## src/rtl/game_pkg.sv

```systemverilog
// Shared game definitions: state encoding and score limits, imported by the
// score tracker and the game-state FSM so the encodings stay in one place.
package game_pkg;

    typedef enum logic [1:0] {
        IDLE = 2'd0,
        RUN  = 2'd1,
        OVER = 2'd2,
        WIN  = 2'd3
    } game_state_t;

    localparam int SCORE_W_DEF   = 7;
    localparam int MAX_SCORE_DEF = 99;

endpackage

```

## src/rtl/score_tracker_if.sv

```systemverilog
// Bundle between the score tracker, the collision logic and the game-state FSM.
interface score_tracker_if
    import game_pkg::*;
#(
    parameter int SCORE_W = SCORE_W_DEF
);
    game_state_t        game_state;
    logic               apple_eaten;
    logic [SCORE_W-1:0] score;
    logic [3:0]         bcd_tens;
    logic [3:0]         bcd_ones;
    logic [SCORE_W-1:0] high_score;
    logic               new_high;
    logic               win;

    // Game side: drives state and apple events, consumes the score.
    modport master (
        output game_state, apple_eaten,
        input  score, bcd_tens, bcd_ones, high_score, new_high, win
    );

    // Tracker side.
    modport slave (
        input  game_state, apple_eaten,
        output score, bcd_tens, bcd_ones, high_score, new_high, win
    );
endinterface

```

## src/rtl/edge_detect.sv

```systemverilog
// Rising-edge pulse generator: one-cycle pulse on the first cycle a level is high.
module edge_detect (
    input  logic clk,
    input  logic rst,
    input  logic i_d,
    output logic o_rise
);
    logic r_q;

    always_ff @(posedge clk or posedge rst) begin
        if (rst) begin
            r_q <= 1'b0;
        end else begin
            r_q <= i_d;
        end
    end

    assign o_rise = i_d & ~r_q;
endmodule

```

## src/rtl/score_tracker.sv

```systemverilog
// Apple-event score counter with BCD mirror, saturating win detection and a
// session high score captured when a run ends.
module score_tracker
    import game_pkg::*;
#(
    parameter int SCORE_W   = SCORE_W_DEF,
    parameter int MAX_SCORE = MAX_SCORE_DEF
) (
    input  logic            clk,
    input  logic            reset,
    score_tracker_if.slave  bus
);
    localparam logic [SCORE_W-1:0] MAX_S = SCORE_W'(MAX_SCORE);

    game_state_t        r_state_q;
    logic [SCORE_W-1:0] r_score;
    logic [3:0]         r_bcd_tens;
    logic [3:0]         r_bcd_ones;
    logic [SCORE_W-1:0] r_high_score;
    logic               r_new_high;
    logic               r_win;

    logic w_hit;
    logic w_run;
    logic w_start;
    logic w_exit;
    logic w_inc;

    edge_detect u_apple_edge (
        .clk    (clk),
        .rst    (reset),
        .i_d    (bus.apple_eaten),
        .o_rise (w_hit)
    );

    assign w_run   = (bus.game_state == RUN);
    assign w_start = w_run & (r_state_q != RUN);
    assign w_exit  = (r_state_q == RUN) & ~w_run;
    // Run-entry clear takes priority: a hit on the entry edge is dropped.
    assign w_inc   = w_run & ~w_start & w_hit & (r_score < MAX_S);

    always_ff @(posedge clk or posedge reset) begin
        if (reset) begin
            r_state_q    <= IDLE;
            r_score      <= '0;
            r_bcd_tens   <= 4'd0;
            r_bcd_ones   <= 4'd0;
            r_high_score <= '0;
            r_new_high   <= 1'b0;
            r_win        <= 1'b0;
        end else begin
            r_state_q <= bus.game_state;

            if (w_start) begin
                r_score    <= '0;
                r_bcd_tens <= 4'd0;
                r_bcd_ones <= 4'd0;
                r_win      <= 1'b0;
                r_new_high <= 1'b0;
            end else if (w_inc) begin
                r_score <= r_score + 1'b1;
                if (r_bcd_ones == 4'd9) begin
                    r_bcd_ones <= 4'd0;
                    r_bcd_tens <= r_bcd_tens + 4'd1;
                end else begin
                    r_bcd_ones <= r_bcd_ones + 4'd1;
                end
                if ((r_score + 1'b1) == MAX_S) begin
                    r_win <= 1'b1;
                end
            end

            // Exit and entry are mutually exclusive, so this never fights the clear.
            if (w_exit && (r_score > r_high_score)) begin
                r_high_score <= r_score;
                r_new_high   <= 1'b1;
            end
        end
    end

    assign bus.score      = r_score;
    assign bus.bcd_tens   = r_bcd_tens;
    assign bus.bcd_ones   = r_bcd_ones;
    assign bus.high_score = r_high_score;
    assign bus.new_high   = r_new_high;
    assign bus.win        = r_win;
endmodule

```

## src/flat_wrapper.sv

```systemverilog
// flat-port wrapper written by rule: the top's interface ports become plain ports
module score_tracker_flat import game_pkg::*;
#(
    parameter int SCORE_W   = SCORE_W_DEF,
    parameter int MAX_SCORE = MAX_SCORE_DEF
)
  (clk, reset, bus_game_state, bus_apple_eaten, bus_score, bus_bcd_tens, bus_bcd_ones, bus_high_score, bus_new_high, bus_win);
  score_tracker_if #(.SCORE_W(SCORE_W)) bus_i ();
  input  logic clk;
  input  logic reset;
  input wire logic [$bits(bus_i.game_state)-1:0] bus_game_state;
  input wire logic [$bits(bus_i.apple_eaten)-1:0] bus_apple_eaten;
  output wire logic [$bits(bus_i.score)-1:0] bus_score;
  output wire logic [$bits(bus_i.bcd_tens)-1:0] bus_bcd_tens;
  output wire logic [$bits(bus_i.bcd_ones)-1:0] bus_bcd_ones;
  output wire logic [$bits(bus_i.high_score)-1:0] bus_high_score;
  output wire logic [$bits(bus_i.new_high)-1:0] bus_new_high;
  output wire logic [$bits(bus_i.win)-1:0] bus_win;
  assign bus_i.game_state = bus_game_state;
  assign bus_i.apple_eaten = bus_apple_eaten;
  assign bus_score = bus_i.score;
  assign bus_bcd_tens = bus_i.bcd_tens;
  assign bus_bcd_ones = bus_i.bcd_ones;
  assign bus_high_score = bus_i.high_score;
  assign bus_new_high = bus_i.new_high;
  assign bus_win = bus_i.win;
  score_tracker #(.SCORE_W(SCORE_W), .MAX_SCORE(MAX_SCORE)) u_core (.clk(clk), .reset(reset), .bus(bus_i));
endmodule
```

## config.mk

```make
export PLATFORM = sky130hd
export DESIGN_NAME = score_tracker_flat
export DESIGN_NICKNAME = d
export VERILOG_FILES = /design/src/rtl/game_pkg.sv /design/src/rtl/score_tracker_if.sv /design/src/rtl/edge_detect.sv /design/src/rtl/score_tracker.sv /design/src/flat_wrapper.sv
export SDC_FILE = /design/constraint.sdc
export NUM_CORES = 1
export LEC_CHECK = 0
export BUFFER_PORTS_ARGS = -buffer_cell sky130_fd_sc_hd__buf_2
export CORE_UTILIZATION = 25
export CTS_CLUSTER_SIZE = 24
export DETAILED_ROUTE_END_ITERATION = 10
export PLACE_DENSITY = 0.52
export SYNTH_ARGS = -nofsm -noshare
export SYNTH_HDL_FRONTEND = slang
export SYNTH_SLANG_ARGS = --single-unit
```

## constraint.sdc

```tcl
create_clock -name clk -period 4.3 [get_ports clk]
set_input_delay 0.215 -clock clk [delete_from_list [all_inputs] [get_ports clk]]
set_output_delay 0.215 -clock clk [all_outputs]
set_load 0.05 [all_outputs]
```

==> run_results.csv <==
group,metric,value,unit
run_status,status,"finished, final reports clean",
worst_setup_path,cp_max_fo,11,
clock_tree,cts_num_sinks,27,
timing,tightest_slew,1080,ps
synth,async_flop_share,100,%
synth,synth_area,1490,µm²
synth,synth_top_area_share,45.4,%
grt,grt_usage,10.1,%
grt,antenna_found_initial,0,
timing,slew_violations,0,
clock_tree,insertion_delay,270,ps
timing,relSlewSlack,27.8,%
timing,report.final.hold_viol_count,0,
synth,synth-seq-area-share,45.4,%
final_layout,nets,190,
clock_tree,cts_root_buf,"clkbuf_8",
routing,ant_nets,0,
final_layout,diodes,0,
clock_tree,cts_setup_buffers,0,
grt,grt_start_max_net_pins,28,
synth,yosys-top-cells-area,"dfrtp_1 45%, ha_1 10%, mux2_2 5.3%, nor2_1 4.3%, xor2_1 3.5%",
synth,syn_inst,147,
timing,whs,57.2,ps
clock_tree,cts_resized,0,
synth,synth-warning-count,0,
synth,dominantRegCellSynth,"dfrtp_1",
power_and_ir_drop,power.leakage,0.000886,µW
power_and_ir_drop,powerDensity,355,nW/µm²
timing,setup_viol,0,
worst_setup_path,critPathSlowestCell,"o31ai_2",
die,die_area,6260,µm²
worst_setup_path,path_buf_inv,0,
grt,first_global_vias,1047,
timing,tns,0,ps
worst_setup_path,crit_path_end_kind,"register",
place,dp_hpwl,2170,µm
die,dieWidth,79.1,µm
power_and_ir_drop,combPwrFrac,27.9,%
worst_setup_path,r2r_slack,1970,ps
final_layout,seqCellArea,676,µm²
clock_tree,postCtsHoldBufs,0,
place,io_buffers,28,
routing,vias,1132,
synth,ys_ff_latch,27,
clock_tree,numCtsBuffers,3,
final_layout,syn2layout_area_growth,15.8,%
final_layout,n_fill_cell,611,
clock_tree,path_clk_slew,100,ps
die,placement_rows,27,
run,maxCapViolCount,0,
power_and_ir_drop,seqPwrFrac,48.0,%
worst_setup_path,crit_family,"compound AO/OA/AOI/OAI gates",
timing,fin_skew,3.06,ps
final_layout,layout-drive-gt1-share,25.0,%
routing,drc_errors,0,
final_layout,layout_commonest_cell,"buf_2",
die,io_pins,29,
place,gp_congestion,0.790,
synth,avgSynthCellArea,10.1,µm²
final_layout,final_cell_mix,"28 x buf_2, 27 x dfrtp_1, 17 x nor2_1",
die,chipHeight,79.1,µm
routing,wirelength,3090,µm
power_and_ir_drop,p_int,392,µW
die,floorplan.initialDensity,26.5,%
worst_setup_path,critPathLaunchType,"register",
worst_setup_path,worstSetupPathType,"reg2reg",
synth,ys_types,38,
power_and_ir_drop,clkPwrFrac,24.1,%
grt,grt.overflow.total,0,
routing,drtIter0Drc,29,
clock_tree,clockBufferDepth,2,
worst_setup_path,path_cells,"ha_1 -> nor2b_1 -> o21ai_0 -> a21oi_1 -> o31ai_2 -> mux2_2",
hold_path,hp-class,"in2reg",
clock_tree,cts_tree,"built",
routing,vias_per_cell,4.64,
worst_setup_path,arrival,2500,ps
routing,drt_first_pass_iters,4,
die,coreArea,5610,µm²
power_and_ir_drop,p_sw,220,µW
timing,fmax,429,MHz
final_layout,multi_input_area,723,µm²
power_and_ir_drop,swShare,35.9,%
timing,rsz0062_at_grt,"no",
synth,synth_edf_count,0,
timing,finalCriticalPeriod,2330,ps
routing,wl_per_cell,12.6,µm
worst_setup_path,max_stage_delay,590,ps
worst_setup_path,cp_data_required_time,4470,ps
power_and_ir_drop,ir_worst_vdd,0.170,mV
timing,min_period_over_period,54.2,%
synth,synth_top_cell_by_area,"dfrtp_1",
clock_tree,h-tree-depth,1,
synth,syn-num-nets,164,
grt,grt_pass1_wl,5040,µm
[final cells by class]
class / count / area share, %
multi-input cells: 100 / 42.0
flip-flops and latches: 27 / 39.2
repair buffers: 28 / 8.13
well taps: 72 / 5.23
inverters: 13 / 2.83
clock buffers: 4 / 2.61
[cell usage after synthesis (2+ instances only)]
cell / instances
a41oi_1: 2
or3_1: 2
mux2i_1: 3
buf_2: 2
ha_1: 12
nand3_1: 4
clkbuf_1: 2
o21ai_0: 4
nor2_1: 17
nand2_1: 10
inv_1: 13
xor2_1: 6
dfrtp_1: 27
nand4_1: 4
a21oi_1: 8
nor2b_1: 2
mux2_2: 7
and3_1: 2
[stage by stage]
stage | util, % | power [µW] | setup slack [ps] | instances | area [µm²]
5_1_grt | 30.7 | 646 | 1740 | 244 | 1720
3_5_place_dp | 29.9 | 474 | 1940 | 240 | 1680
2_1_floorplan | - | 431 | 1860 | 147 | 1490
3_3_place_gp | 29.9 | 471 | 1990 | 240 | 1680
4_1_cts | 30.7 | 621 | 1930 | 244 | 1720
6_report | 30.7 | 612 | 1970 | 244 | 1720
[power groups by stage]
stage	Combinational (µW)	Clock, µW	Sequential (µW)
floorplan	76.4	0	355
global placement	172	0	299
detailed placement	174	0	300
CTS	174	152	295
global route	186	161	299
finish	171	147	294
[routing by layer]
layer | share of wire, % | global-route usage (%) | up-vias | routed length [µm]
met5 | 0 | 0 | - | 0
li1 | - | - | 554 | -
met4 | 0.55 | 1.64 | 0 | 17
met1 | 49 | 13.5 | 551 | 1520
met2 | 45 | 16.6 | 25 | 1400
met3 | 4.7 | 2.87 | 2 | 146
[kinds of logic (layout without fill, tap and decap cells)]
family	after synthesis	after routing	synth area share, %
compound gates	23	23	11.2
xor+xnor	7	7	4.12
buf+inv	20	45	5.97
fa+ha+maj	12	12	10.1
flops	27	27	45.4
mux	10	10	7.32
simple gates	48	48	15.9
[state kept, by name, indices dropped and copies added (netlist names)]
register and count:
u_core.bus.high_score 7, u_core.bus.score 7, u_core.bus.bcd_ones 4, u_core.bus.bcd_tens 4, u_core.r_state_q 2, u_core.bus.new_high 1, u_core.bus.win 1, u_core.u_apple_edge.r_q 1
[worst paths after layout]
check / endpoint / cells after the start / from
max in group asynchronous: u_core.bus.score[2] / 2 / reset
setup / recovery: u_core.bus.high_score[1] / 6 / u_core.bus.score[1]
min in group asynchronous: u_core.bus.score[5] / 2 / reset
hold / removal: u_core.r_state_q[1] / 1 / bus_game_state[1]
hold reg to reg: u_core.bus.win / 2 / u_core.bus.win
setup reg to reg: u_core.bus.high_score[1] / 6 / u_core.bus.score[1]
No activity file was read; power rests on OpenSTA's default activity.
